[config.mk]
export PLATFORM = sky130hd
export DESIGN_NAME = itag_sram_ctrl_flat
export DESIGN_NICKNAME = d
export VERILOG_FILES = /design/src/rtl/itag_sram_ctrl_if.sv /design/src/rtl/itag_sram_ctrl.sv /design/src/flat_wrapper.sv
export SDC_FILE = /design/constraint.sdc
export NUM_CORES = 1
export LEC_CHECK = 0
export CORE_MARGIN = 2
export CORE_UTILIZATION = 35
export DETAILED_ROUTE_END_ITERATION = 16
export PLACE_DENSITY = 0.69
export SKIP_LAST_GASP = 1
export SYNTH_ARGS = -nofsm -noshare
export SYNTH_HDL_FRONTEND = slang
export SYNTH_SLANG_ARGS = --single-unit
[constraint.sdc]
create_clock -name clk_i -period 1.4 [get_ports clk_i]
set_input_delay 0.14 -clock clk_i [delete_from_list [all_inputs] [get_ports clk_i]]
set_output_delay 0.14 -clock clk_i [all_outputs]
set_load 0.005 [all_outputs]
[src/rtl/itag_sram_ctrl_if.sv]
// ============================================================================
// Module      : itag_sram_ctrl_if
// Description : Request/grant and tag-SRAM command bundle for itag_sram_ctrl.
//               "slave" is the controller side.
//               "master" is the requester / memory-model side.
// Revision    : 1.0 - initial release
// ============================================================================
`default_nettype none

interface itag_sram_ctrl_if #(
  parameter int N_WAY      = 4,
  parameter int TAG_WIDTH  = 20,
  parameter int ADDR_WIDTH = 8
);

  logic                  flush_i;
  logic                  lkp_req_i;
  logic [ADDR_WIDTH-1:0] lkp_addr_i;
  logic                  lkp_gnt_o;
  logic                  lkp_rvalid_o;
  logic                  rfl_req_i;
  logic [ADDR_WIDTH-1:0] rfl_addr_i;
  logic [N_WAY-1:0]      rfl_way_i;
  logic [TAG_WIDTH-1:0]  rfl_tag_i;
  logic                  rfl_gnt_o;
  logic                  busy_o;
  logic [N_WAY-1:0]      mem_req_o;
  logic                  mem_we_o;
  logic                  mem_vbit_o;
  logic                  mem_flush_o;
  logic [ADDR_WIDTH-1:0] mem_addr_o;
  logic [TAG_WIDTH-1:0]  mem_data_o;

  modport slave (
    input  flush_i, lkp_req_i, lkp_addr_i,
    input  rfl_req_i, rfl_addr_i, rfl_way_i, rfl_tag_i,
    output lkp_gnt_o, lkp_rvalid_o, rfl_gnt_o, busy_o,
    output mem_req_o, mem_we_o, mem_vbit_o, mem_flush_o, mem_addr_o, mem_data_o
  );

  modport master (
    output flush_i, lkp_req_i, lkp_addr_i,
    output rfl_req_i, rfl_addr_i, rfl_way_i, rfl_tag_i,
    input  lkp_gnt_o, lkp_rvalid_o, rfl_gnt_o, busy_o,
    input  mem_req_o, mem_we_o, mem_vbit_o, mem_flush_o, mem_addr_o, mem_data_o
  );

endinterface

`default_nettype wire

[src/rtl/itag_sram_ctrl.sv]
// ============================================================================
// Module      : itag_sram_ctrl
// Description : Arbiter/sequencer for the I-cache tag SRAM port.
//               - Shares the port between lookup and refill.
//               - Flush priority is flush > refill > lookup.
//               - A set-walk invalidates every set after reset and on flush.
//               - SRAM commands are registered.
// Option      : ITAG_CTRL_STARVE_GUARD_EN
//               When defined, a lookup that has been denied MAX_STALL times
//               is granted ahead of a pending refill.
// Revision    : 1.0 - initial release
// ============================================================================
`default_nettype none

module itag_sram_ctrl #(
  parameter int N_WAY      = 4,
  parameter int TAG_WIDTH  = 20,
  parameter int ADDR_WIDTH = 8,
  parameter int DEPTH      = 256,
  parameter int MAX_STALL  = 8
) (
  input  logic             clk_i,
  input  logic             rstn_i,
  itag_sram_ctrl_if.slave  bus
);

  typedef enum logic [0:0] {
    WALK = 1'b0,
    IDLE = 1'b1
  } state_t;

  localparam logic [ADDR_WIDTH-1:0] LAST_SET = ADDR_WIDTH'(DEPTH - 1);

  state_t                state;
  logic [ADDR_WIDTH-1:0] walk_cnt;
  logic [ADDR_WIDTH-1:0] walk_addr;
  logic                  lkp_issued;
  logic                  lkp_rvalid;
  logic                  lkp_gnt;
  logic                  rfl_gnt;
  logic                  starve_force;
  logic [N_WAY-1:0]      mem_req;
  logic                  mem_we;
  logic                  mem_vbit;
  logic                  mem_flush;
  logic [ADDR_WIDTH-1:0] mem_addr;
  logic [TAG_WIDTH-1:0]  mem_data;

`ifdef ITAG_CTRL_STARVE_GUARD_EN
  localparam int STALL_W = $clog2(MAX_STALL + 1);
  localparam logic [STALL_W-1:0] STALL_MAX = STALL_W'(MAX_STALL);

  logic [STALL_W-1:0] stall_cnt;

  assign starve_force = (stall_cnt == STALL_MAX);

  // Saturating count of denied lookups; cleared by a lookup grant or walk entry
  always_ff @(posedge clk_i or negedge rstn_i) begin
    if (!rstn_i) begin
      stall_cnt <= '0;
    end else if (state != IDLE || bus.flush_i || lkp_gnt) begin
      stall_cnt <= '0;
    end else if (bus.lkp_req_i && stall_cnt != STALL_MAX) begin
      stall_cnt <= stall_cnt + 1'b1;
    end
  end
`else
  logic unused_max_stall;

  assign starve_force     = 1'b0;
  assign unused_max_stall = (MAX_STALL > 0);
`endif

  // A flush restarts the walk at set 0.
  // Set 0 is always the walk cycle that carries the clear strobe.
  assign walk_addr = bus.flush_i ? '0 : walk_cnt;

  // Combinational arbitration: grants only in IDLE and never on a flush cycle
  always_comb begin
    lkp_gnt = 1'b0;
    rfl_gnt = 1'b0;
    if (state == IDLE && !bus.flush_i) begin
      if (bus.lkp_req_i && (starve_force || !bus.rfl_req_i)) begin
        lkp_gnt = 1'b1;
      end else if (bus.rfl_req_i) begin
        rfl_gnt = 1'b1;
      end
    end
  end

  // FSM with registered SRAM commands and lookup read-valid pipeline
  always_ff @(posedge clk_i or negedge rstn_i) begin
    if (!rstn_i) begin
      state      <= WALK;
      walk_cnt   <= '0;
      lkp_issued <= 1'b0;
      lkp_rvalid <= 1'b0;
      mem_req    <= '0;
      mem_we     <= 1'b0;
      mem_vbit   <= 1'b0;
      mem_flush  <= 1'b0;
      mem_addr   <= '0;
      mem_data   <= '0;
    end else begin
      // A lookup already issued to the SRAM returns its data even across a flush
      lkp_rvalid <= lkp_issued;
      case (state)
        WALK: begin
          mem_req    <= {N_WAY{1'b1}};
          mem_we     <= 1'b1;
          mem_vbit   <= 1'b0;
          mem_flush  <= (walk_addr == '0);
          mem_addr   <= walk_addr;
          mem_data   <= '0;
          lkp_issued <= 1'b0;
          if (walk_addr == LAST_SET) begin
            state    <= IDLE;
            walk_cnt <= '0;
          end else begin
            walk_cnt <= walk_addr + 1'b1;
          end
        end
        default: begin
          mem_req    <= '0;
          mem_we     <= 1'b0;
          mem_vbit   <= 1'b0;
          mem_flush  <= 1'b0;
          lkp_issued <= lkp_gnt;
          if (bus.flush_i) begin
            state    <= WALK;
            walk_cnt <= '0;
          end else if (rfl_gnt) begin
            mem_req  <= bus.rfl_way_i;
            mem_we   <= 1'b1;
            mem_vbit <= 1'b1;
            mem_addr <= bus.rfl_addr_i;
            mem_data <= bus.rfl_tag_i;
          end else if (lkp_gnt) begin
            mem_req  <= {N_WAY{1'b1}};
            mem_addr <= bus.lkp_addr_i;
          end
        end
      endcase
    end
  end

  assign bus.lkp_gnt_o    = lkp_gnt;
  assign bus.rfl_gnt_o    = rfl_gnt;
  assign bus.lkp_rvalid_o = lkp_rvalid;
  assign bus.busy_o       = (state == WALK);
  assign bus.mem_req_o    = mem_req;
  assign bus.mem_we_o     = mem_we;
  assign bus.mem_vbit_o   = mem_vbit;
  assign bus.mem_flush_o  = mem_flush;
  assign bus.mem_addr_o   = mem_addr;
  assign bus.mem_data_o   = mem_data;

endmodule

`default_nettype wire
[src/flat_wrapper.sv]
// flat-port wrapper written by rule: the top's interface ports become plain ports
module itag_sram_ctrl_flat 
#(
  parameter int N_WAY      = 4,
  parameter int TAG_WIDTH  = 20,
  parameter int ADDR_WIDTH = 8,
  parameter int DEPTH      = 256,
  parameter int MAX_STALL  = 8
)
  (clk_i, rstn_i, bus_flush_i, bus_lkp_req_i, bus_lkp_addr_i, bus_rfl_req_i, bus_rfl_addr_i, bus_rfl_way_i, bus_rfl_tag_i, bus_lkp_gnt_o, bus_lkp_rvalid_o, bus_rfl_gnt_o, bus_busy_o, bus_mem_req_o, bus_mem_we_o, bus_mem_vbit_o, bus_mem_flush_o, bus_mem_addr_o, bus_mem_data_o);
  itag_sram_ctrl_if #(.N_WAY(N_WAY), .TAG_WIDTH(TAG_WIDTH), .ADDR_WIDTH(ADDR_WIDTH)) bus_i ();
  input  logic clk_i;
  input  logic rstn_i;
  input wire logic [$bits(bus_i.flush_i)-1:0] bus_flush_i;
  input wire logic [$bits(bus_i.lkp_req_i)-1:0] bus_lkp_req_i;
  input wire logic [$bits(bus_i.lkp_addr_i)-1:0] bus_lkp_addr_i;
  input wire logic [$bits(bus_i.rfl_req_i)-1:0] bus_rfl_req_i;
  input wire logic [$bits(bus_i.rfl_addr_i)-1:0] bus_rfl_addr_i;
  input wire logic [$bits(bus_i.rfl_way_i)-1:0] bus_rfl_way_i;
  input wire logic [$bits(bus_i.rfl_tag_i)-1:0] bus_rfl_tag_i;
  output wire logic [$bits(bus_i.lkp_gnt_o)-1:0] bus_lkp_gnt_o;
  output wire logic [$bits(bus_i.lkp_rvalid_o)-1:0] bus_lkp_rvalid_o;
  output wire logic [$bits(bus_i.rfl_gnt_o)-1:0] bus_rfl_gnt_o;
  output wire logic [$bits(bus_i.busy_o)-1:0] bus_busy_o;
  output wire logic [$bits(bus_i.mem_req_o)-1:0] bus_mem_req_o;
  output wire logic [$bits(bus_i.mem_we_o)-1:0] bus_mem_we_o;
  output wire logic [$bits(bus_i.mem_vbit_o)-1:0] bus_mem_vbit_o;
  output wire logic [$bits(bus_i.mem_flush_o)-1:0] bus_mem_flush_o;
  output wire logic [$bits(bus_i.mem_addr_o)-1:0] bus_mem_addr_o;
  output wire logic [$bits(bus_i.mem_data_o)-1:0] bus_mem_data_o;
  assign bus_i.flush_i = bus_flush_i;
  assign bus_i.lkp_req_i = bus_lkp_req_i;
  assign bus_i.lkp_addr_i = bus_lkp_addr_i;
  assign bus_i.rfl_req_i = bus_rfl_req_i;
  assign bus_i.rfl_addr_i = bus_rfl_addr_i;
  assign bus_i.rfl_way_i = bus_rfl_way_i;
  assign bus_i.rfl_tag_i = bus_rfl_tag_i;
  assign bus_lkp_gnt_o = bus_i.lkp_gnt_o;
  assign bus_lkp_rvalid_o = bus_i.lkp_rvalid_o;
  assign bus_rfl_gnt_o = bus_i.rfl_gnt_o;
  assign bus_busy_o = bus_i.busy_o;
  assign bus_mem_req_o = bus_i.mem_req_o;
  assign bus_mem_we_o = bus_i.mem_we_o;
  assign bus_mem_vbit_o = bus_i.mem_vbit_o;
  assign bus_mem_flush_o = bus_i.mem_flush_o;
  assign bus_mem_addr_o = bus_i.mem_addr_o;
  assign bus_mem_data_o = bus_i.mem_data_o;
  itag_sram_ctrl #(.N_WAY(N_WAY), .TAG_WIDTH(TAG_WIDTH), .ADDR_WIDTH(ADDR_WIDTH), .DEPTH(DEPTH), .MAX_STALL(MAX_STALL)) u_core (.clk_i(clk_i), .rstn_i(rstn_i), .bus(bus_i));
endmodule
# [Yosys cells after proc, flatten, opt, wreduce, memory -nomap -nowiden]
# Index checks and enable logic that the tools add are counted.
# W data, S select, Z words.
[word_totals] reg_bits=46 elab_cells=51 inputBits=45 out_inout_bits=39
[classes] n_eq_ne=4 bitwise=1 n_reduce_logical=7 add_sub_neg=1 muxes=28
[ops] op="$mux W20" n=3
[ops] op="$mux W8" n=7
[ops] op="$mux W4" n=4
[ops] op="$mux W1" n=14
[ops] op="$add A8 B1 Y8 const B" n=1
[ops] op="$eq A8 B8 Y1 const B" n=1
[ops] op="$logic_not A8 Y1" n=1
[ops] op="$ne A2 B2 Y1 const B" n=2
[ops] op="$reduce_and A2 Y1" n=2
[ops] op="$ne A3 B3 Y1 const B" n=1
[ops] op="$logic_and A1 B1 Y1" n=2
[ops] op="$logic_not A1 Y1" n=2
[ops] op="$not A1 Y1" n=1

# [Depth between registers and ports, before layout]
# Gate-level depths: netlist of run 1.
[depth] depth_word=8 mapped_depth=7 ltp_nobuf=6

# [Worst setup path before layout of run 1]
# OpenSTA, ideal clock, no wires.
[synth_timing] path_kind="reg-to-reg" start="register u_core.state" end="register u_core.walk_cnt[7]" arrival_ns=1.419 stages_incl_launch_ff=4 n_path_buf=0 period_less_slack_ns=1.497 setup_time_ns=0.078 required_ns=1.322 path_slack_ns=-0.097 cell_sequence="dfrtp_1 or3b_4 or4_1 a21oi_1"
[synth_between] elab_chain_len=1
[synth_rtl] item="start, declared" line="itag_sram_ctrl.sv:34" text="state_t state;"
[synth_rtl] item="start signal, assigned" line="itag_sram_ctrl.sv:94" text="state <= WALK;"
[synth_rtl] item="start signal, assigned" line="itag_sram_ctrl.sv:117" text="state <= IDLE;"
[synth_rtl] item="start signal, assigned" line="itag_sram_ctrl.sv:130" text="state <= WALK;"
[synth_rtl] item="$mux W8" line="itag_sram_ctrl.sv:107" text="case (state)"
[synth_rtl] item="end signal, assigned" line="itag_sram_ctrl.sv:120" text="walk_cnt <= walk_addr + 1'b1;"
[synth_rtl] item="end, declared" line="itag_sram_ctrl.sv:35" text="logic [ADDR_WIDTH-1:0] walk_cnt;"
# No other way between the ends.
# A chain may end at the register's enable or synchronous reset.

# [Worst setup path in the final report of run 1]
# Ends and elaborated chain as after synthesis.

==> results of run 1 <==
[layout make-up]
class / count / area, µm²
Clock buffer: 6 / 72.6
Clock inverter: 2 / 37.5
Fill cell: 554 / 2460
Inverter: 6 / 22.5
Multi-Input combinational cell: 159 / 935
Sequential cell: 46 / 1150
Tap cell: 75 / 93.8
Timing Repair Buffer: 118 / 1110
[sequential cells by signal, summed over array words and instances (netlist names)]
register / count
u_core.walk_cnt: 8
u_core.bus.mem_req_o: 4
u_core.bus.mem_flush_o: 1
u_core.state: 1
u_core.bus.mem_data_o: 20
u_core.lkp_issued: 1
u_core.bus.mem_we_o: 1
u_core.bus.mem_addr_o: 8
u_core.bus.lkp_rvalid_o: 1
u_core.bus.mem_vbit_o: 1
[timing repair]
action / CTS / global route
hold buffers: 1 / 0
hold endpoints to repair: 46 / 0
buffers inserted: 5 / 2
endpoints found under the setup margin: 10 / 43
gates cloned: 0 / 0
gates resized for setup: 12 / 23
pin swaps: 3 / 3
[stage by stage]
| step | total power [mW] | setup slack [ps] | setup TNS [ps] | instances |
|---|---|---|---|---|
| after detailed placement | 1.77 | -472 | -7370 | 398 |
| after CTS | 2.75 | -176 | -1210 | 412 |
| after global placement | 1.76 | -383 | -6210 | 398 |
| after global routing | 2.85 | -216 | -1070 | 412 |
| final | 2.73 | -169 | -267 | 412 |
| after floorplan | 1.50 | -23.1 | -23.1 | 226 |
[worst paths after layout]
check / from / to / depth (start not counted)
max in group asynchronous: rstn_i / u_core.bus.mem_addr_o[0]$_DFFE_PN0P_ / 3
worst max-delay path: u_core.state$_DFF_PN0_ / u_core.walk_cnt[7]$_DFF_PN0_ / 4
worst min register to register: u_core.lkp_issued$_DFF_PN0_ / u_core.bus.lkp_rvalid_o$_DFF_PN0_ / 0
worst max register to register: u_core.state$_DFF_PN0_ / u_core.walk_cnt[7]$_DFF_PN0_ / 4
worst min-delay path: rstn_i / u_core.bus.lkp_rvalid_o$_DFF_PN0_ / 3
min in group clk_i: bus_rfl_tag_i[6] / u_core.bus.mem_data_o[6]$_DFFE_PN0P_ / 3
[power groups by stage]
stage                     Combinational, mW  Clock, mW  Sequential, mW
after global routing                  0.435       1.05            1.37
after CTS                             0.385       1.00            1.36
final                                 0.398      0.973            1.36
after floorplan                       0.106          0            1.40
after detailed placement              0.378          0            1.39
after global placement                0.374          0            1.39
[critical path, cell delays in order, from the launching register on]
cell and delay (ps):
dfrtp_1 390, buf_6 120, or3b_4 380, or4_1 470
a21oi_1 140
[layout by cell type, fill, tap and decap left out, types with 3 or more instances in the layout]
| master | count |
|---|---|
| o31ai_1 | 3 |
| nand3_1 | 20 |
| nor2_1 | 11 |
| nand3b_1 | 8 |
| a311oi_1 | 3 |
| a21oi_1 | 7 |
| dfrtp_1 | 46 |
| nand2_1 | 54 |
| buf_4 | 29 |
| a21o_1 | 7 |
| clkdlybuf4s50_1 | 77 |
| nor2b_1 | 3 |
| buf_6 | 4 |
| clkbuf_8 | 5 |
| a311oi_2 | 4 |
| a31oi_1 | 3 |
| o21ai_0 | 7 |
| inv_1 | 4 |
[per-layer routing]
layer	track usage	up-vias	routed length, µm	part of all wire
met5	0	-	0	0
met4	0.0633	0	98	0.017
met3	0.0462	9	239	0.040
met2	0.304	54	2830	0.48
met1	0.235	951	2750	0.47
li1	-	993	-	-
[cells by family after synthesis]
group	Yosys count	synth area share
AO/OA/AOI/OAI	39	0.126
XOR/XNOR	2	0.00831
adder cells (fa/ha/maj)	2	0.0119
buffers and inverters	21	0.0415
flip-flops	46	0.546
multiplexers	1	0.00475
AND/OR/NAND/NOR	115	0.262
==> key figures, run 1 <==
Status
  – Status: finished with violations
  – Violated checks: negative setup slack

STA
  – Hold_ws: 342 ps
  – Setup WS post-layout: -169 ps
  – RSZ-0062 raised after global routing: yes
  – Skew final: 7.06 ps
  – Max Freq: 637 MHz
  – Final worst path period need: 1570 ps
  – Slew @ Worst Pin: 312 ps
  – Final period util: 1.12
  – Slew Limit Fails: 0
  – Final setup viols: 5
  – Final hold vios: 0
  – Slew headroom: 0.792

Floorplanning
  – Die Width: 81.6 µm
  – Core Box Area: 5890 µm²
  – Initial Util: 0.358
  – Die Y: 81.6 µm
  – # rows: 28
  – Die Area: 6660 µm²
  – Ports: 84

Pwr
  – Clk pwr share: 0.356
  – Power Density: 799 nW/µm²
  – Internal power: 2.12 mW
  – Net Sw Power: 615 µW
  – Sw Ratio: 0.225
  – Comb power frac: 0.146
  – Static leakage: 1.59 nW
  – Seq pwr share: 0.499
  – Max VDD drop: 0.000523 V

Final layout
  – Fin nets: 383
  – Finished Core Util: 0.582
  – Ant diodes: 0
  – Share of post-route cells with drive strength above 1: 0.178
  – Post-route cell area: 3420 µm²
  – Area grow syn2layout: 62.3%

Routing
  – DRT iter0 DRCs: 107
  – Drt via density: 4.87
  – Drt drc: 0
  – Total number of vias: 2007
  – Detailed-route wire length: 5920 µm
  – Routed wire length per instance: 14.4 µm
  – DRT Pass-1 Iters: 4
  – Post-DRT Antenna Nets: 0

GRT
  – Gr usage total: 0.184
  – Initial antenna violation count: 0
  – First-pass GRT wire length: 9340 µm
  – Grt total ovfl: 0
  – Vias in the first global route: 2081
  – Largest net degree at the start of global routing: 47

Worst setup path
  – Critical Path RT: 1620 ps
  – Reg-to-reg setup timing slack: -170 ps
  – Arrival time at the worst endpoint: 1790 ps
  – Startpoint Class: flip-flop
  – Crit end category: flip-flop
  – Maximum fanout along the worst path: 4
  – WS Path Type: flip-flop to flip-flop

Synthesis
  – Seq/Total Area, Yosys: 0.546
  – Post-Syn Nets: 273
  – Yosys top cell area share: 0.546
  – Ys flop type: dfrtp_1
  – Yosys reg bits: 46
  – Syn Inst Count: 226
  – Post-synth top cells: 54 x nand2_1, 46 x dfrtp_1, 22 x nand3_1
  – Mapped cell area: 2110 µm²
  – Top-count cell post-synth: nand2_1
  – Synth cell types: 33
  – Dominant cell type by area after synthesis: dfrtp_1
  – Post-synth EDFFs: 0
  – Syn_area_per_cell: 9.33 µm²
  – Synth async-reset ratio: 1.00
  – YS warnings: 0
  – Cells taking the most area after synthesis: dfrtp_1 55%, nand2_1 9.6%, nand3_1 5.2%

CTS
  – Longest Clk Path Bufs: 2
  – H-tree depth: 2
  – Clock latency on the worst-skew pair: 300 ps
  – CTS tree: built
  – TritonCTS Buffers: 5
  – Clock root buffer: clkbuf_8
  – CTS Sinks: 46
  – Worst-path clk slew: 80 ps

Place
  – Port buffer count: 83
  – DP HPWL: 4250 µm
  – Placer Congestion: 0.901
  – Post-placement cell area: 3190 µm²

Min path
  – Min-delay worst type: input pin to async pin

Run
  – Maxcap violations: 0
No activity file was read; power rests on OpenSTA's default activity.
==> run 2, diff against run 1 <==
--- a/config.mk
+++ b/config.mk
@@ -5,10 +5,12 @@
 export SDC_FILE = /design/constraint.sdc
 export NUM_CORES = 1
 export LEC_CHECK = 0
+export ABC_AREA = 1
 export CORE_MARGIN = 2
 export CORE_UTILIZATION = 35
 export DETAILED_ROUTE_END_ITERATION = 16
-export PLACE_DENSITY = 0.69
+export PLACE_DENSITY = 0.67
+export SKIP_CTS_REPAIR_TIMING = 1
 export SKIP_LAST_GASP = 1
 export SYNTH_ARGS = -nofsm -noshare
 export SYNTH_HDL_FRONTEND = slang
==> constraint.sdc (replaced) <==
create_clock -name clk_i -period 1.55 [get_ports clk_i]
set_input_delay 0.155 -clock clk_i [delete_from_list [all_inputs] [get_ports clk_i]]
set_output_delay 0.155 -clock clk_i [all_outputs]
set_load 0.005 [all_outputs]
==> run 2 against run 1 <==
Against the previous run: the run now ends clean; largest power group unchanged; synthesized area is 1.1% lower; fmax up 15%; sequential power down 9.6%; critical endpoint is now u_core.walk_cnt[5]$_DFF_PN0_; combinational power is 31% lower; cell count shrank 2.2%; register-to-register slack improved by 350 ps; flip-flop and latch count did not move; die area decreased by 1.1%; non-clock buffer count fell by 8; design area fell by 3.0%; hold slack got worse by 15 ps; clock skew down 0.59 ps.
==> key figures, run 2 <==
GRT
  – Grt total ovfl: 0 (unchanged)
  – First-pass GRT wire length: 8670 µm (-7.2%)
  – Gr usage total: 0.171 (-0.0127)
  – Initial antenna violation count: 0 (unchanged)
  – Vias in the first global route: 1880 (-9.7%)
  – Largest net degree at the start of global routing: 22 (-53%)

Worst setup path
  – Worst-path cell chain: inv_1, nor2_1, ha_1, nand3_1, nor2_2, nand3_1, clkinv_1, nor2_1
  – CP top delay family: simple AND/OR/NAND/NOR gates
  – CP bufs+invs: 2 (+1)
  – Startpoint Class: flip-flop
  – Crit end category: flip-flop
  – FF-to-FF End: u_core.walk_cnt[5]$_DFF_PN0_
  – Worst path slowest cell: dfrtp_1
  – Maximum fanout along the worst path: 3 (-1)
  – Worst Setup SP: u_core.walk_cnt[1]$_DFF_PN0_
  – Critical Path RT: 1750 ps (+130 ps)
  – Reg2reg path depth: 8 (+4)
  – R2R Path Start: u_core.walk_cnt[1]$_DFF_PN0_
  – Arrival time at the worst endpoint: 1570 ps (-220 ps)
  – Worst path max stage delay: 350 ps (-120 ps)
  – Reg-to-reg setup timing slack: 180 ps (+350 ps)
  – WS Path Type: flip-flop to flip-flop

STA
  – Skew final: 6.48 ps (-0.588 ps)
  – Final setup viols: 0 (-5)
  – RSZ-0062 raised after global routing: no
  – Fin Setup TNS: 0 ps (+267 ps)
  – Slew headroom: 0.689 (-0.103)
  – Final hold vios: 0 (unchanged)
  – Hold_ws: 326 ps (-15.4 ps)
  – Final worst path period need: 1370 ps (-199 ps)
  – Slew Limit Fails: 0 (unchanged)
  – Final period util: 0.884 (-0.237)
  – Max Freq: 730 MHz (+15%)
  – Setup WS post-layout: 180 ps (+349 ps)
  – Slew @ Worst Pin: 467 ps (+155 ps)

Synthesis
  – Yosys top cell area share: 0.552 (+0.00622)
  – Ys flop type: dfrtp_1
  – Top-count cell post-synth: nand2_1
  – YS warnings: 0 (unchanged)
  – Yosys reg bits: 46 (unchanged)
  – Post-synth EDFFs: 0 (unchanged)
  – Dominant cell type by area after synthesis: dfrtp_1
  – Mapped cell area: 2090 µm² (-1.1%)
  – Seq/Total Area, Yosys: 0.552 (+0.00622)
  – Post-Syn Nets: 264 (-3.3%)
  – Cells taking the most area after synthesis: dfrtp_1 55%, nand2_1 12%, a22o_1 8.4%
  – Synth cell types: 26 (-21%)
  – Post-synth top cells: 66 x nand2_1, 46 x dfrtp_1, 20 x a22o_1
  – Synth async-reset ratio: 1.00 (unchanged)
  – Syn_area_per_cell: 9.61 µm² (+3.0%)
  – Syn Inst Count: 217 (-4.0%)

Final layout
  – Non-filler cells, final: 403 (-2.2%)
  – Max FFs per register: 20 (unchanged)
  – Share of post-route cells with drive strength above 1: 0.155 (-0.0226)
  – Ant diodes: 0 (unchanged)
  – Area grow syn2layout: 59.3%
  – Commonest cells after routing, fill and taps aside: 78 x clkdlybuf4s50_1, 66 x nand2_1, 46 x dfrtp_1, 23 x buf_4, 20 x a22o_1
  – Post-route cell area: 3320 µm² (-3.0%)
  – Fin nets: 374 (-2.3%)
  – Commonest non-fill, non-tap cell in the layout: clkdlybuf4s50_1
  – Finished Core Util: 0.568 (-0.0138)

Routing
  – DRT Pass-1 Iters: 4 (unchanged)
  – Drt via density: 4.59 (-5.7%)
  – Detailed-route wire length: 5470 µm (-7.5%)
  – Total number of vias: 1851 (-7.8%)
  – Routed wire length per instance: 13.6 µm (-5.4%)
  – Post-DRT Antenna Nets: 0 (unchanged)
  – DRT iter0 DRCs: 62 (-42%)
  – Drt drc: 0 (unchanged)

Run
  – Maxcap violations: 0 (unchanged)

Floorplanning
  – Die Area: 6590 µm² (-1.1%)
  – Core Box Area: 5850 µm² (-0.60%)
  – Die Y: 81.2 µm (-0.54%)
  – Initial Util: 0.357 (-0.00192)
  – Ports: 84 (unchanged)
  – # rows: 28 (unchanged)
  – Die Width: 81.2 µm (-0.54%)

CTS
  – Clock latency on the worst-skew pair: 300 ps (about the same)
  – TritonCTS Buffers: 5 (unchanged)
  – Longest Clk Path Bufs: 2 (unchanged)
  – Clock root buffer: clkbuf_8
  – H-tree depth: 2 (unchanged)
  – Worst-path clk slew: 90 ps (about the same)
  – CTS Sinks: 46 (unchanged)
  – CTS tree: built

Pwr
  – Final Power: 2.39 mW (-12%)
  – Static leakage: 1.66 nW (+4.3%)
  – Max VDD drop: 0.000582 V (+11%)
  – Power Density: 721 nW/µm² (-9.8%)

Min path
  – Min-delay worst type: input pin to async pin

Place
  – Port buffer count: 83 (unchanged)
  – Post-placement cell area: 3160 µm² (-0.94%)
  – Placed Cells: 391 (-1.8%)
  – Pre-CTS WS: -223 ps (+249 ps)
  – DP HPWL: 4070 µm (-4.3%)
  – Placer Congestion: 0.914 (+1.5%)

Status
  – Status: complete, no violations
==> run 2: cell count changes after synthesis, sizes merged, moves of 8 or more <==
cell and delta:
a22o +19, nand3b -8, nand2 +15, nor2 +8
inv +17, clkbuf -13
==> run 2: how the worst max path moves through the flow <==
stage	to	slack, ps	cells after the start
5_1_grt	u_core.walk_cnt[3]$_DFF_PN0_	30	8
4_1_cts	bus_lkp_gnt_o	-170	7
3_3_place_gp	u_core.walk_cnt[5]$_DFF_PN0_	-160	9
6_report	u_core.walk_cnt[5]$_DFF_PN0_	180	8
2_1_floorplan	u_core.walk_cnt[5]$_DFF_PN0_	280	8
3_5_place_dp	u_core.walk_cnt[5]$_DFF_PN0_	-220	9
==> run 2: kinds of logic (layout without fill, tap and decap cells) <==
group / after synthesis / after routing / share of synthesized area
compound gates: 23 / 23 / 0.0912
buf+inv: 31 / 142 / 0.0726
simple gates: 110 / 110 / 0.251
fa+ha+maj: 2 / 2 / 0.0120
xor+xnor: 5 / 5 / 0.0210
flops: 46 / 46 / 0.552
==> run 2: routing by layer <==
metal,track usage,share of wire
met1,0.213,0.44
met2,0.291,0.49
met3,0.0356,0.061
met4,0.0678,0.014
met5,0,0
==> run 2: worst reg2reg max path, stage by stage (launching register included) <==
cell	delay, ps
dfrtp_1	350
inv_1	50
nor2_1	130
ha_1	200
nand3_1	120
nor2_2	140
nand3_1	140
clkinv_1	90
nor2_1	40
==> run 2: area by class of cell <==
cell class	count	area (µm²)
multi-input combinational	140	783
clock buffer	6	72.6
clock inverter	2	37.5
timing repair buffer	110	1080
fill	497	2530
sequential	46	1150
inverter	24	105
tap	75	93.8
==> run 2: power by group <==
part	leakage (nW)	internal (mW)	total (mW)	switching, mW
Clock	0.0514	0.481	0.890	0.409
Sequential	0.606	1.22	1.23	0.0109
Combinational	1.00	0.171	0.273	0.102
Total	1.66	1.87	2.39	0.521
==> run 3, diff against run 2 <==
==> constraint.sdc (replaced) <==
create_clock -name clk_i -period 1.8 [get_ports clk_i]
set_input_delay 0.18 -clock clk_i [delete_from_list [all_inputs] [get_ports clk_i]]
set_output_delay 0.18 -clock clk_i [all_outputs]
set_load 0.005 [all_outputs]
==> run 3 against run 2 <==
Against the previous run: cell count down 3.5%; power down 16%; critical path depth down 5; critical path type is now flip-flop to output pin; critical endpoint is now bus_busy_o.
==> key figures, run 3 (synthesis gave the netlist of run 2 again) <==
Final layout
  – Fin nets: 360 (-3.7%)
  – Share of post-route cells with drive strength above 1: 0.121 (-0.0345)
  – Commonest cells after routing, fill and taps aside: 80 x clkdlybuf4s50_1, 66 x nand2_1, 46 x dfrtp_1, 20 x a22o_1
  – Max FFs per register: 20 (unchanged)
  – Post-route cell area: 3180 µm² (-4.1%)
  – Non-filler cells, final: 389 (-3.5%)
  – Area grow syn2layout: 52.7%
  – Ant diodes: 0 (unchanged)
  – Commonest non-fill, non-tap cell in the layout: clkdlybuf4s50_1

Run
  – Maxcap violations: 0 (unchanged)

STA
  – Skew final: 6.03 ps (-0.442 ps)
  – Slew headroom: 0.691 (+0.00203)
  – Fin Setup TNS: 0 ps (unchanged)
  – Setup WS post-layout: 62.9 ps (-117 ps)
  – Final hold vios: 0 (unchanged)
  – Final period util: 0.965
  – Max Freq: 576 MHz
  – Slew @ Worst Pin: 464 ps (-3.04 ps)
  – Slew Limit Fails: 0 (unchanged)
  – RSZ-0062 raised after global routing: no
  – Final setup viols: 0 (unchanged)
  – Final worst path period need: 1740 ps

Worst setup path
  – Crit end category: output pin
  – Maximum fanout along the worst path: 18 (+15)
  – WS Path Type: flip-flop to output pin
  – Critical Path RT: 1620 ps (-130 ps)
  – Arrival time at the worst endpoint: 1560 ps (about the same)
  – Reg2reg path depth: 6 (-2)
  – Startpoint Class: flip-flop

GRT
  – Largest net degree at the start of global routing: 22 (unchanged)
  – Initial antenna violation count: 0 (unchanged)
  – Gr usage total: 0.169 (-0.00243)
  – First-pass GRT wire length: 8490 µm (-2.1%)
  – Vias in the first global route: 1829 (-2.7%)
  – Grt total ovfl: 0 (unchanged)

Pwr
  – Power Density: 628 nW/µm² (-13%)
  – Max VDD drop: 0.000283 V (-51%)
  – Final Power: 2.00 mW (-16%)
  – Static leakage: 1.58 nW (-4.9%)

CTS
  – Clock latency on the worst-skew pair: 300 ps (about the same)
  – Clock root buffer: clkbuf_8
  – Longest Clk Path Bufs: 2 (unchanged)
  – Worst-path clk slew: 80 ps (about the same)
  – CTS tree: built
  – CTS Sinks: 46 (unchanged)
  – TritonCTS Buffers: 5 (unchanged)
  – H-tree depth: 2 (unchanged)

Place
  – Post-placement cell area: 3060 µm² (-3.4%)
  – Port buffer count: 83 (unchanged)
  – Placed Cells: 380 (-2.8%)
  – DP HPWL: 3980 µm (-2.1%)
  – Placer Congestion: 0.867 (-5.2%)
  – Pre-CTS WS: 9.08 ps (+232 ps)

Floorplanning
  – Ports: 84 (unchanged)
  – # rows: 28 (unchanged)
  – Die Width: 81.2 µm (unchanged)
  – Initial Util: 0.357 (unchanged)
  – Die Area: 6590 µm² (unchanged)
  – Core Box Area: 5850 µm² (unchanged)
  – Die Y: 81.2 µm (unchanged)

Status
  – Status: complete, no violations

Routing
  – Post-DRT Antenna Nets: 0 (unchanged)
  – DRT iter0 DRCs: 57 (-8.1%)
  – DRT Pass-1 Iters: 4 (unchanged)
  – Routed wire length per instance: 13.4 µm (-1.2%)
  – Drt via density: 4.60 (+0.18%)
  – Total number of vias: 1790 (-3.3%)
  – Detailed-route wire length: 5220 µm (-4.6%)
  – Drt drc: 0 (unchanged)

Min path
  – Min-delay worst type: input pin to flip-flop
  – Min-Delay Path Depth: 4
[run 3: cell types whose count changed in the layout (fill, tap and decap cells not counted), sizes merged]
cell / delta
clkbuf: +2
bufinv: -1
buf: -14
clkinvlp: -1
inv: +1
clkinv: -1
dlymetal6s2s: -2
clkdlybuf4s50: +2
[run 3: metrics by stage]
step / util / hold slack (ps)
floorplan: - / -116
global placement: 0.522 / 163
detailed placement: 0.522 / 171
CTS: 0.541 / -160
global route: 0.544 / 360
finish: 0.544 / 342
[run 3: critical path, cell delays in order (launching register included)]
cell and delay [ps]:
dfrtp_1 430, buf_4 180, inv_8 130, clkdlybuf4s50_1 520
[run 3: metal layers]
metal	up-vias	track usage	part of all wire
met4	0	0.0508	0.013
met1	836	0.214	0.45
met3	6	0.0367	0.056
met2	56	0.288	0.48
met5	-	0	0
li1	892	-	-
[run 3: worst paths after layout]
| kind | start | to | slack (ps) |
|---|---|---|---|
| min | bus_flush_i | u_core.state$_DFF_PN0_ | 340 |
| max in group asynchronous | rstn_i | u_core.bus.mem_req_o[3]$_DFF_PN0_ | 880 |
| max | u_core.state$_DFF_PN0_ | bus_busy_o | 60 |
| min reg2reg | u_core.lkp_issued$_DFF_PN0_ | u_core.bus.lkp_rvalid_o$_DFF_PN0_ | 380 |
| max reg2reg | u_core.state$_DFF_PN0_ | u_core.bus.mem_data_o[2]$_DFFE_PN0P_ | 370 |
| min in group asynchronous | rstn_i | u_core.bus.mem_data_o[6]$_DFFE_PN0P_ | 360 |
[run 3: final cells by class]
cell class / instances / area (µm²)
Timing Repair Buffer: 96 / 943
Inverter: 24 / 103
Fill cell: 518 / 2670
Sequential cell: 46 / 1150
Tap cell: 75 / 93.8
Multi-Input combinational cell: 140 / 783
Clock buffer: 8 / 110
[run 3: power by group]
group	switching [mW]	total [mW]	internal [mW]
Combinational	0.0797	0.210	0.131
Sequential	0.0114	1.06	1.05
Clock	0.339	0.727	0.388
Total	0.430	2.00	1.57
